$ cat config.mk
export PLATFORM = sky130hd
export DESIGN_NAME = expr_string_gen
export DESIGN_NICKNAME = d
export VERILOG_FILES = /design/src/rtl/expr_pkg.sv /design/src/rtl/expr_char_enc.sv /design/src/rtl/expr_string_gen.sv
export SDC_FILE = /design/constraint.sdc
export NUM_CORES = 1
export LEC_CHECK = 0
export ABC_AREA = 1
export ABC_CLOCK_PERIOD_IN_PS = 2300
export CAP_MARGIN = 20
export CORE_ASPECT_RATIO = 1.1
export CORE_UTILIZATION = 45
export DETAILED_ROUTE_END_ITERATION = 10
export PLACE_DENSITY = 0.7
export SLEW_MARGIN = 20
export SYNTH_ARGS = -nofsm -noshare
export SYNTH_HDL_FRONTEND = slang
export SYNTH_HIERARCHICAL = 1
export SYNTH_SLANG_ARGS = --single-unit
$ cat constraint.sdc
create_clock -name clk -period 2.3 [get_ports clk]
set_input_delay 0.69 -clock clk [delete_from_list [all_inputs] [get_ports clk]]
set_output_delay 0.69 -clock clk [all_outputs]
set_load 0.03 [all_outputs]
$ cat src/rtl/expr_pkg.sv
// Shared constants for the expression string generator and its recognizer.
package expr_pkg;

  // Operator codes carried on the ops bus
  localparam logic [1:0] OP_ADD = 2'd0;
  localparam logic [1:0] OP_SUB = 2'd1;
  localparam logic [1:0] OP_MUL = 2'd2;
  localparam logic [1:0] OP_DIV = 2'd3;

  // ASCII characters produced on out_char
  localparam logic [7:0] ASC_ZERO  = 8'h30;
  localparam logic [7:0] ASC_NINE  = 8'h39;
  localparam logic [7:0] ASC_PLUS  = 8'h2B;
  localparam logic [7:0] ASC_MINUS = 8'h2D;
  localparam logic [7:0] ASC_STAR  = 8'h2A;
  localparam logic [7:0] ASC_SLASH = 8'h2F;

  typedef enum logic [1:0] {
    IDLE = 2'd0,
    EMIT = 2'd1,
    DONE = 2'd2
  } state_e;

  // Digit range test shared with the recognizer side
  function automatic logic is_ascii_digit(input logic [7:0] c);
    return (c >= ASC_ZERO) && (c <= ASC_NINE);
  endfunction

endpackage

$ cat src/rtl/expr_char_enc.sv
// Maps {is_op, value} to an ASCII character: BCD digit or operator symbol.
module expr_char_enc
  import expr_pkg::*;
(
  input  logic       is_op_i,
  input  logic [3:0] val_i,
  output logic [7:0] char_o
);

  // Digit path adds the ASCII '0' offset; operator path is a 4-entry table
  always_comb begin
    char_o = ASC_ZERO + {4'b0000, val_i};
    if (is_op_i) begin
      case (val_i[1:0])
        OP_ADD:  char_o = ASC_PLUS;
        OP_SUB:  char_o = ASC_MINUS;
        OP_MUL:  char_o = ASC_STAR;
        default: char_o = ASC_SLASH;
      endcase
    end
  end

endmodule

$ cat src/rtl/expr_string_gen.sv
// Serializes a packed arithmetic expression as ASCII bytes over a
// valid/ready handshake: digit, op, digit, ..., digit.
module expr_string_gen
  import expr_pkg::*;
#(
  parameter int MAX_TERMS = 4,
  parameter int CNT_W     = 3
) (
  input  logic                       clk,
  input  logic                       clr,
  input  logic                       start,
  input  logic [CNT_W-1:0]           nterms,
  input  logic [4*MAX_TERMS-1:0]     digits,
  input  logic [2*(MAX_TERMS-1)-1:0] ops,
  input  logic                       out_ready,
  output logic [7:0]                 out_char,
  output logic                       out_valid,
  output logic                       busy,
  output logic                       done,
  output logic                       err
);

  localparam int DIG_W  = 4 * MAX_TERMS;
  localparam int OPS_W  = 2 * (MAX_TERMS - 1);
  localparam int HALF_W = CNT_W - 1;

  state_e             state_q, state_d;
  logic [CNT_W-1:0]   idx_q, idx_d;
  logic [DIG_W-1:0]   digits_q, digits_d;
  logic [OPS_W-1:0]   ops_q, ops_d;
  logic [CNT_W-1:0]   nterms_q, nterms_d;
  logic [7:0]         out_char_q, out_char_d;
  logic               err_q, err_d;

  // Start validation: count in range and every used digit is BCD
  logic [MAX_TERMS-1:0] term_bad;
  logic                 start_ok;

  for (genvar gi = 0; gi < MAX_TERMS; gi++) begin : g_check
    assign term_bad[gi] = (CNT_W'(gi) < nterms) && (digits[4*gi +: 4] > 4'd9);
  end

  assign start_ok = (nterms != '0) && (nterms <= CNT_W'(MAX_TERMS)) && ~|term_bad;

  // Source of the next character: the live buses when launching from IDLE,
  // otherwise the latched operands at the following index.
  logic               from_inputs;
  logic [CNT_W-1:0]   enc_idx;
  logic [DIG_W-1:0]   src_digits;
  logic [OPS_W-1:0]   src_ops;
  logic [3:0]         dig_arr [MAX_TERMS];
  logic [1:0]         op_arr  [MAX_TERMS];
  logic [HALF_W-1:0]  enc_half;
  logic               enc_is_op;
  logic [3:0]         enc_val;
  logic [7:0]         enc_char;

  // Select operand source and index of the character to load next
  always_comb begin
    from_inputs = (state_q == IDLE);
    enc_idx     = from_inputs ? '0 : idx_q + CNT_W'(1);
    src_digits  = from_inputs ? digits : digits_q;
    src_ops     = from_inputs ? ops : ops_q;
  end

  for (genvar gi = 0; gi < MAX_TERMS; gi++) begin : g_unpack
    assign dig_arr[gi] = src_digits[4*gi +: 4];
    if (gi < MAX_TERMS - 1) begin : g_op
      assign op_arr[gi] = src_ops[2*gi +: 2];
    end else begin : g_pad
      assign op_arr[gi] = 2'b00;
    end
  end

  assign enc_half  = enc_idx[CNT_W-1:1];
  assign enc_is_op = enc_idx[0];
  assign enc_val   = enc_is_op ? {2'b00, op_arr[enc_half]} : dig_arr[enc_half];

  expr_char_enc u_enc (
    .is_op_i (enc_is_op),
    .val_i   (enc_val),
    .char_o  (enc_char)
  );

  // Index of the final digit, 2*nterms-2, widened so nterms=MAX_TERMS fits
  logic [CNT_W:0] last_idx;
  logic           at_last;

  assign last_idx = {nterms_q, 1'b0} - (CNT_W + 1)'(2);
  assign at_last  = ({1'b0, idx_q} == last_idx);

  // Next-state logic: launch, advance on handshake, single-cycle DONE
  always_comb begin
    state_d    = state_q;
    idx_d      = idx_q;
    digits_d   = digits_q;
    ops_d      = ops_q;
    nterms_d   = nterms_q;
    out_char_d = out_char_q;
    err_d      = 1'b0;
    case (state_q)
      IDLE: begin
        if (start) begin
          if (start_ok) begin
            digits_d   = digits;
            ops_d      = ops;
            nterms_d   = nterms;
            idx_d      = '0;
            out_char_d = enc_char;
            state_d    = EMIT;
          end else begin
            err_d = 1'b1;
          end
        end
      end
      EMIT: begin
        if (out_ready) begin
          if (at_last) begin
            out_char_d = 8'h00;
            state_d    = DONE;
          end else begin
            idx_d      = idx_q + CNT_W'(1);
            out_char_d = enc_char;
          end
        end
      end
      DONE: begin
        state_d = IDLE;
      end
      default: begin
        out_char_d = 8'h00;
        state_d    = IDLE;
      end
    endcase
  end

  // State and datapath registers; clr abandons any string in progress
  always_ff @(posedge clk) begin
    if (clr) begin
      state_q    <= IDLE;
      idx_q      <= '0;
      digits_q   <= '0;
      ops_q      <= '0;
      nterms_q   <= '0;
      out_char_q <= 8'h00;
      err_q      <= 1'b0;
    end else begin
      state_q    <= state_d;
      idx_q      <= idx_d;
      digits_q   <= digits_d;
      ops_q      <= ops_d;
      nterms_q   <= nterms_d;
      out_char_q <= out_char_d;
      err_q      <= err_d;
    end
  end

  assign out_char  = out_char_q;
  assign out_valid = (state_q == EMIT);
  assign busy      = (state_q == EMIT);
  assign done      = (state_q == DONE);
  assign err       = err_q;

endmodule

Word level (Yosys, flattened, before mapping)
Cells that the tools add are included.
{ "classes": {"shift": 0, "n_bitwise": 4, "n_div": 0, "eq_ne": 10, "n_mul": 0, "n_reduce_logical": 17, "mux": 28, "addsub": 3, "order_cmp": 10} }
{ "op_table": {"columns": ["operator", "count"], "rows": [
  ["$mux 8", 5],
  ["$pmux 8 s3", 1],
  ["$gt 4x4->1 const B", 4],
  ["$mux 16", 1],
  ["$mux 3", 5],
  ["$mux 2", 6],
  ["$mux 4", 3],
  ["$pmux 3 s3", 1],
  ["$bmux 4 s2", 1],
  ["$ne 2x2->1 const B", 4],
  ["$reduce_and 4->1", 2],
  ["$add 6x4->7 const A", 1],
  ["$logic_and 1x1->1", 6],
  ["$lt 1x3->1 const A", 2],
  ["$lt 2x3->1 const A", 2],
  ["$mux 6", 1],
  ["$pmux 3 s2", 1],
  ["$reduce_and 5->1", 1],
  ["$bmux 2 s2", 1],
  ["$eq 2x1->1 const B", 2],
  ["$eq 2x2->1 const B", 2],
  ["$eq 3x4->1", 1],
  ["$logic_not 2->1", 2],
  ["$pmux 2 s2", 1],
  ["14 further kinds", 16]
]} }
{ "totals": {"romBits": 0, "inputBits": 29, "ram_bits": 0, "mem_count": 0, "latch_bits": 0, "reg_bits": 39, "wordCells": 79, "output_inout_bits": 12} }

Depth between registers and ports, before layout
{ "depth": {"word_depth": 13, "depth_mapped": 16, "depth_no_buf": 16} }

Hierarchy
Netlist, hierarchy kept.
{ "modules_own_cells": {"columns": ["module", "n_inst", "cells_each", "area_each_um2"], "rows": [
  ["expr_string_gen", 1, 331, 2194.6],
  ["expr_char_enc", 1, 16, 73.8]
]} }

Worst setup path after synthesis
OpenSTA, ideal clock, no wires.
{ "synth_timing": {"kind": "register -> register", "from": "register idx_q[0]", "to": "register out_char_q[1] (netlist: out_char[1])", "arrival_time_ns": 1.652, "slack_ns": 0.533, "period_less_slack_ns": 1.767, "n_path_buf": 1, "setup_ns": 0.115, "required_ns": 2.185, "path_stages_with_launch": 17, "path_cell_list": "dfxtp_1 > ha_1 > buf_2 > inv_1 > nand2_1 > nand3_1 > o211ai_1 > o21ai_1 > nand2_1 > nand2_1 > inv_1 > nand2_1 > nand2_1 > nand3_1 > nand3_1 > nand2_1 > nor2_1"} }
{ "synth_between": {"elab_chain_len": 13, "word_cells_on_any_way": 22, "cone_classes": "add/sub: 2; eq/ne: 3; mux: 15; bitwise: 1; reduce/logical: 1"} }
{ "synth_rtl": {"columns": ["element", "line", "source"], "rows": [
  ["from (decl)", "expr_string_gen.sv:28", "logic [CNT_W-1:0] idx_q, idx_d;"],
  ["from (signal assigned)", "expr_string_gen.sv:149", "idx_q <= idx_d;"],
  ["$add 3x1->3 *", "expr_string_gen.sv:61", "enc_idx = from_inputs ? '0 : idx_q + CNT_W'(1);"],
  ["$mux 3 *", "expr_string_gen.sv:61", null],
  ["$not 2->3 (implied by the code)", "expr_string_gen.sv:77", "assign enc_val = enc_is_op ? {2'b00, op_arr[enc_half]} : dig_arr[enc_half];"],
  ["$bmux 4 s2 / $bmux 2 s2 (equally long branches)", "expr_string_gen.sv:77", null],
  ["$mux 4 (implied by the code) / $mux 2 (equally long branches) (2 in series)", "expr_string_gen.sv:77", null],
  ["$mux 4 *", "expr_string_gen.sv:77", null],
  ["named net enc_val[0]", "expr_string_gen.sv:55", "logic [3:0] enc_val;"],
  ["parallel branches: the longest is 2 deep, another holds $add 6x4->7", null, null],
  ["$mux 8 *", "expr_char_enc.sv:13", "if (is_op_i) begin"],
  ["named net enc_char[1]", "expr_string_gen.sv:56", "logic [7:0] enc_char;"],
  ["$mux 8, on equally long branches", "expr_string_gen.sv:118, expr_string_gen.sv:104", null],
  ["$mux 8, on equally long branches", "expr_string_gen.sv:117, expr_string_gen.sv:103", null],
  ["$pmux 8 s3 *", "expr_string_gen.sv:101", "case (state_q)"],
  ["to (signal assigned)", "expr_string_gen.sv:153", "out_char_q <= out_char_d;"],
  ["to (decl)", "expr_string_gen.sv:32", "logic [7:0] out_char_q, out_char_d;"]
]} }
Mark *: on every way through the listed nets, which the timed path passes. The select of a mux whose other input is x is not followed.
A chain may end at the register's enable or synchronous reset.

Worst setup path after layout
Ends and elaborated chain as after synthesis.

==> results.sh <==
export IMPL_fin_skew_ns=0.002504
export IMPL_fill_cells=495
export IMPL_clk_latency_ns=0.29
export IMPL_drtIter0Drc=124
export IMPL_initial_core_util_pct=47.76
export IMPL_yosysWarnings=6
export IMPL_antenna_cells=0
export IMPL_end_kind="flop"
export IMPL_hold_class="flop to flop"
export IMPL_clkSinkCount=39
export IMPL_finalHoldViolations=0
export IMPL_syn_cell_area_um2=2268
export IMPL_synth_xor_area_share_pct=0
export IMPL_cts_inserted_buffers=5
export IMPL_fmax_ghz=0.4909
export IMPL_grt_pass1_vias=2102
export IMPL_synth_area_leader_cell="dfxtp_1"
export IMPL_dieWidth_um=69.70
export IMPL_holdWs_ns=0.4620
export IMPL_r2r_slack_ns=0.26
export IMPL_power_density_nw_per_um2=598.6
export IMPL_cts_buffer_depth=2
export IMPL_synthCells=347
export IMPL_synth_compound_area_share_pct=12.63
export IMPL_wire_per_inst_um=11.88
export IMPL_synthMuxAreaShare_pct=0.4413
export IMPL_r2r_cells=14
export IMPL_fin_crit_ns=2.037
export IMPL_finalNetCount=419
export IMPL_synth_top_family_by_area="simple AND/OR/NAND/NOR gates"
export IMPL_clockRootBuffer="clkbuf_8"
export IMPL_grt_max_degree=29
export IMPL_first_pass_iters=4
export IMPL_cp_start_kind="flop"
export IMPL_ios=41
export IMPL_regToRegStartpoint="idx_q[0]$_SDFFE_PP0P_"
export IMPL_vias=2251
export IMPL_slew_viol_final=0
export IMPL_fp_dieArea_um2=5329
export IMPL_yosysSeqAreaShare_pct=34.42
export IMPL_fp_dieH_um=76.47
export IMPL_timing_setup_tns_ns=0
export IMPL_place_ws_ns=0.06871
export IMPL_gp_congestion=0.8174
export IMPL_fin_area_um2=2798
export IMPL_cap_violations=0
export IMPL_dpl_hpwl_um=3907
export IMPL_via_per_inst=5.058
export IMPL_avgSynthCellArea_um2=6.537
export IMPL_cts_tree="done"
export IMPL_yosys_top_cells_area="dfxtp_1 34%, nand2_1 17%, nand3_1 12%"
export IMPL_wl_met3_um=148
export IMPL_routed_wl_um=5288
export IMPL_num_rows=26
export IMPL_synth_cell_types=31
export IMPL_cts_max_level=2
export IMPL_hold_start="digits_q[11]$_SDFFE_PP0P_"
export IMPL_core_um2=4750
export IMPL_r2r_end="out_char[1]$_SDFFE_PP0P_"
export IMPL_ant_nets=0
export IMPL_critPathRequiredTime_ns=2.53
export IMPL_antenna_found_initial=0
export IMPL_irDropWorstVdd_v=0.0003130
export IMPL_cts_clk_slew_worst_paths_ns=0.07
export IMPL_synth_seq_cells=39
export IMPL_crit_path_max_fanout=8
export IMPL_crit_type="flop to flop"
export IMPL_status="completed"
export IMPL_track_usage_pct=21.39
export IMPL_highest_layer="met4"
export IMPL_p_leak_nw=1.219
export IMPL_fin_ws_ns=0.2628
export IMPL_min_to="digits_q[11]$_SDFFE_PP0P_"
export IMPL_grt_ovfl_total=0
export IMPL_yosysTopAreaCellShare_pct=34.42
export IMPL_layout_drive_gt1_share_pct=11.05
export IMPL_met1_length_um=2465
export IMPL_met2_length_um=2621
export IMPL_post_route_drc_count=0
export IMPL_fin_crit_sh_pct=88.57
export IMPL_area_growth_pct=23.33
export IMPL_grt_pass1_wl_um=9301
export IMPL_placement_io_buffers=40
export IMPL_crit_arrival_ns=2.27
export IMPL_setup_viol=0
export IMPL_synth_simple_gate_area_share_pct=38.78
export IMPL_synth_adder_area_share_pct=1.103
export IMPL_rsz0062_at_grt="false"
export IMPL_placed_area_um2=2711
export IMPL_whs_path_depth=2
-- critical path, cell delays in order (launching register included) --
cell and delay, ns:
dfxtp_1 0.44, ha_2 0.37, nand2_1 0.21, inv_1 0.13, nand2_1 0.08, nand4_1 0.09
nand3_1 0.13, nand2_1 0.08, inv_1 0.07, nand2_1 0.05, nand2_1 0.05, nand3_1 0.07
nand3_1 0.07, nand2_1 0.05, nor2_1 0.08
-- area by class of cell --
type                    instances  area [µm²]  area share [%]
clock buffers                   5       68.82           2.460
clock inverters                 3       15.01          0.5367
inverters                      32       122.6           4.383
multi-input cells             255        1215           43.43
flip-flops and latches         39       780.7           27.91
well taps                      56       70.07           2.504
repair buffers                 55       525.5           18.78
-- how the worst max path moves through the flow --
stage	startpoint	to	slack, ns	depth (start not counted)
after floorplan	idx_q[0]$_SDFFE_PP0P_	out_char[1]$_SDFFE_PP0P_	0.53	16
after global placement	nterms[1]	out_char[3]$_SDFFE_PP0P_	0.07	12
after detailed placement	nterms[1]	digits_q[1]$_SDFFE_PP0P_	0.07	10
after CTS	state_q[0]$_SDFFE_PP0P_	done	0.02	3
after global routing	idx_q[0]$_SDFFE_PP0P_	out_char[1]$_SDFFE_PP0P_	0.01	14
final	idx_q[0]$_SDFFE_PP0P_	out_char[1]$_SDFFE_PP0P_	0.26	14
-- cell usage in the layout, fill, tap and decap left out, types with 2 or more instances in the layout --
| cell | n |
|---|---|
| or2_1 | 2 |
| o21ai_0 | 4 |
| nor2_2 | 3 |
| clkinv_2 | 3 |
| clkdlybuf4s50_1 | 37 |
| clkbuf_8 | 5 |
| o221ai_1 | 3 |
| nand2_1 | 100 |
| nand3_1 | 53 |
| a21oi_1 | 38 |
| buf_4 | 14 |
| nand4_1 | 4 |
| conb_1 | 3 |
| nand2_4 | 3 |
| nor2_4 | 2 |
| o21ai_1 | 2 |
| inv_2 | 5 |
| dlygate4sd2_1 | 2 |
| nor3_1 | 2 |
| o211ai_1 | 2 |
| nor2_1 | 25 |
| dfxtp_1 | 39 |
| inv_1 | 26 |
-- cell usage after synthesis --
| library cell | number |
|---|---|
| nand2_1 | 100 |
| nand3_1 | 53 |
| dfxtp_1 | 39 |
| a21oi_1 | 38 |
| inv_1 | 26 |
| nor2_1 | 25 |
| buf_4 | 8 |
| buf_2 | 5 |
| buf_6 | 5 |
| inv_2 | 5 |
| clkbuf_1 | 4 |
| nand4_1 | 4 |
| o21ai_0 | 4 |
| nand2_4 | 3 |
| nor2_2 | 3 |
| o221ai_1 | 3 |
| conb_1 | 2 |
| ha_1 | 2 |
| nor2_4 | 2 |
| nor3_1 | 2 |
| o211ai_1 | 2 |
| o21ai_1 | 2 |
| or2_1 | 2 |
| a21o_1 | 1 |
| a21oi_2 | 1 |
| inv_4 | 1 |
| mux2i_1 | 1 |
| nand2_2 | 1 |
| nand3_2 | 1 |
| o21ai_2 | 1 |
| or2_2 | 1 |
-- registers in the layout, indices dropped and copies added (netlist names) --
signal    cells
state_q       2
idx_q         3
ops_q         6
digits_q     16
nterms_q      3
err           1
out_char      8
-- metrics by stage --
step           total power (W)  utilization, %  instances
2_1_floorplan         0.001081               -        348
3_3_place_gp          0.001239           57.09        437
3_5_place_dp          0.001245           57.09        437
4_1_cts               0.001688           58.80        445
5_1_grt               0.001781           58.90        445
6_report              0.001675           58.90        445
-- metal layers --
| layer | up-vias | GRT usage [%] |
|---|---|---|
| met5 | - | 0 |
| met3 | 6 | 3.836 |
| met2 | 38 | 37.86 |
| met4 | 0 | 5.600 |
| li1 | 1198 | - |
| met1 | 1009 | 26.56 |
-- logic make-up (layout without fill, tap and decap cells) --
family                     Yosys count  in the layout
and+or+nand+nor                    197            197
buffers and inverters               54             95
AOI/OAI and AO/OA                   52             52
DFF                                 39             39
adders and majority gates            2              2
other                                2              3
muxes                                1              1
-- power by group --
| group | internal, W | total (W) | switching (W) | leakage, nW |
|---|---|---|---|---|
| Clock | 0.000207 | 0.000444 | 0.000236 | 0.0477 |
| Combinational | 0.000208 | 0.000495 | 0.000288 | 0.854 |
| Sequential | 0.000712 | 0.000735 | 0.0000231 | 0.317 |
| Total | 0.00113 | 0.00167 | 0.000547 | 1.22 |
-- what timing repair did --
action	CTS	global route
pin swaps	0	0
hold buffers	0	0
resized for setup	2	2
setup buffers	0	0
endpoints found under the setup margin	2	5
(Power assumes the default switching activity.)
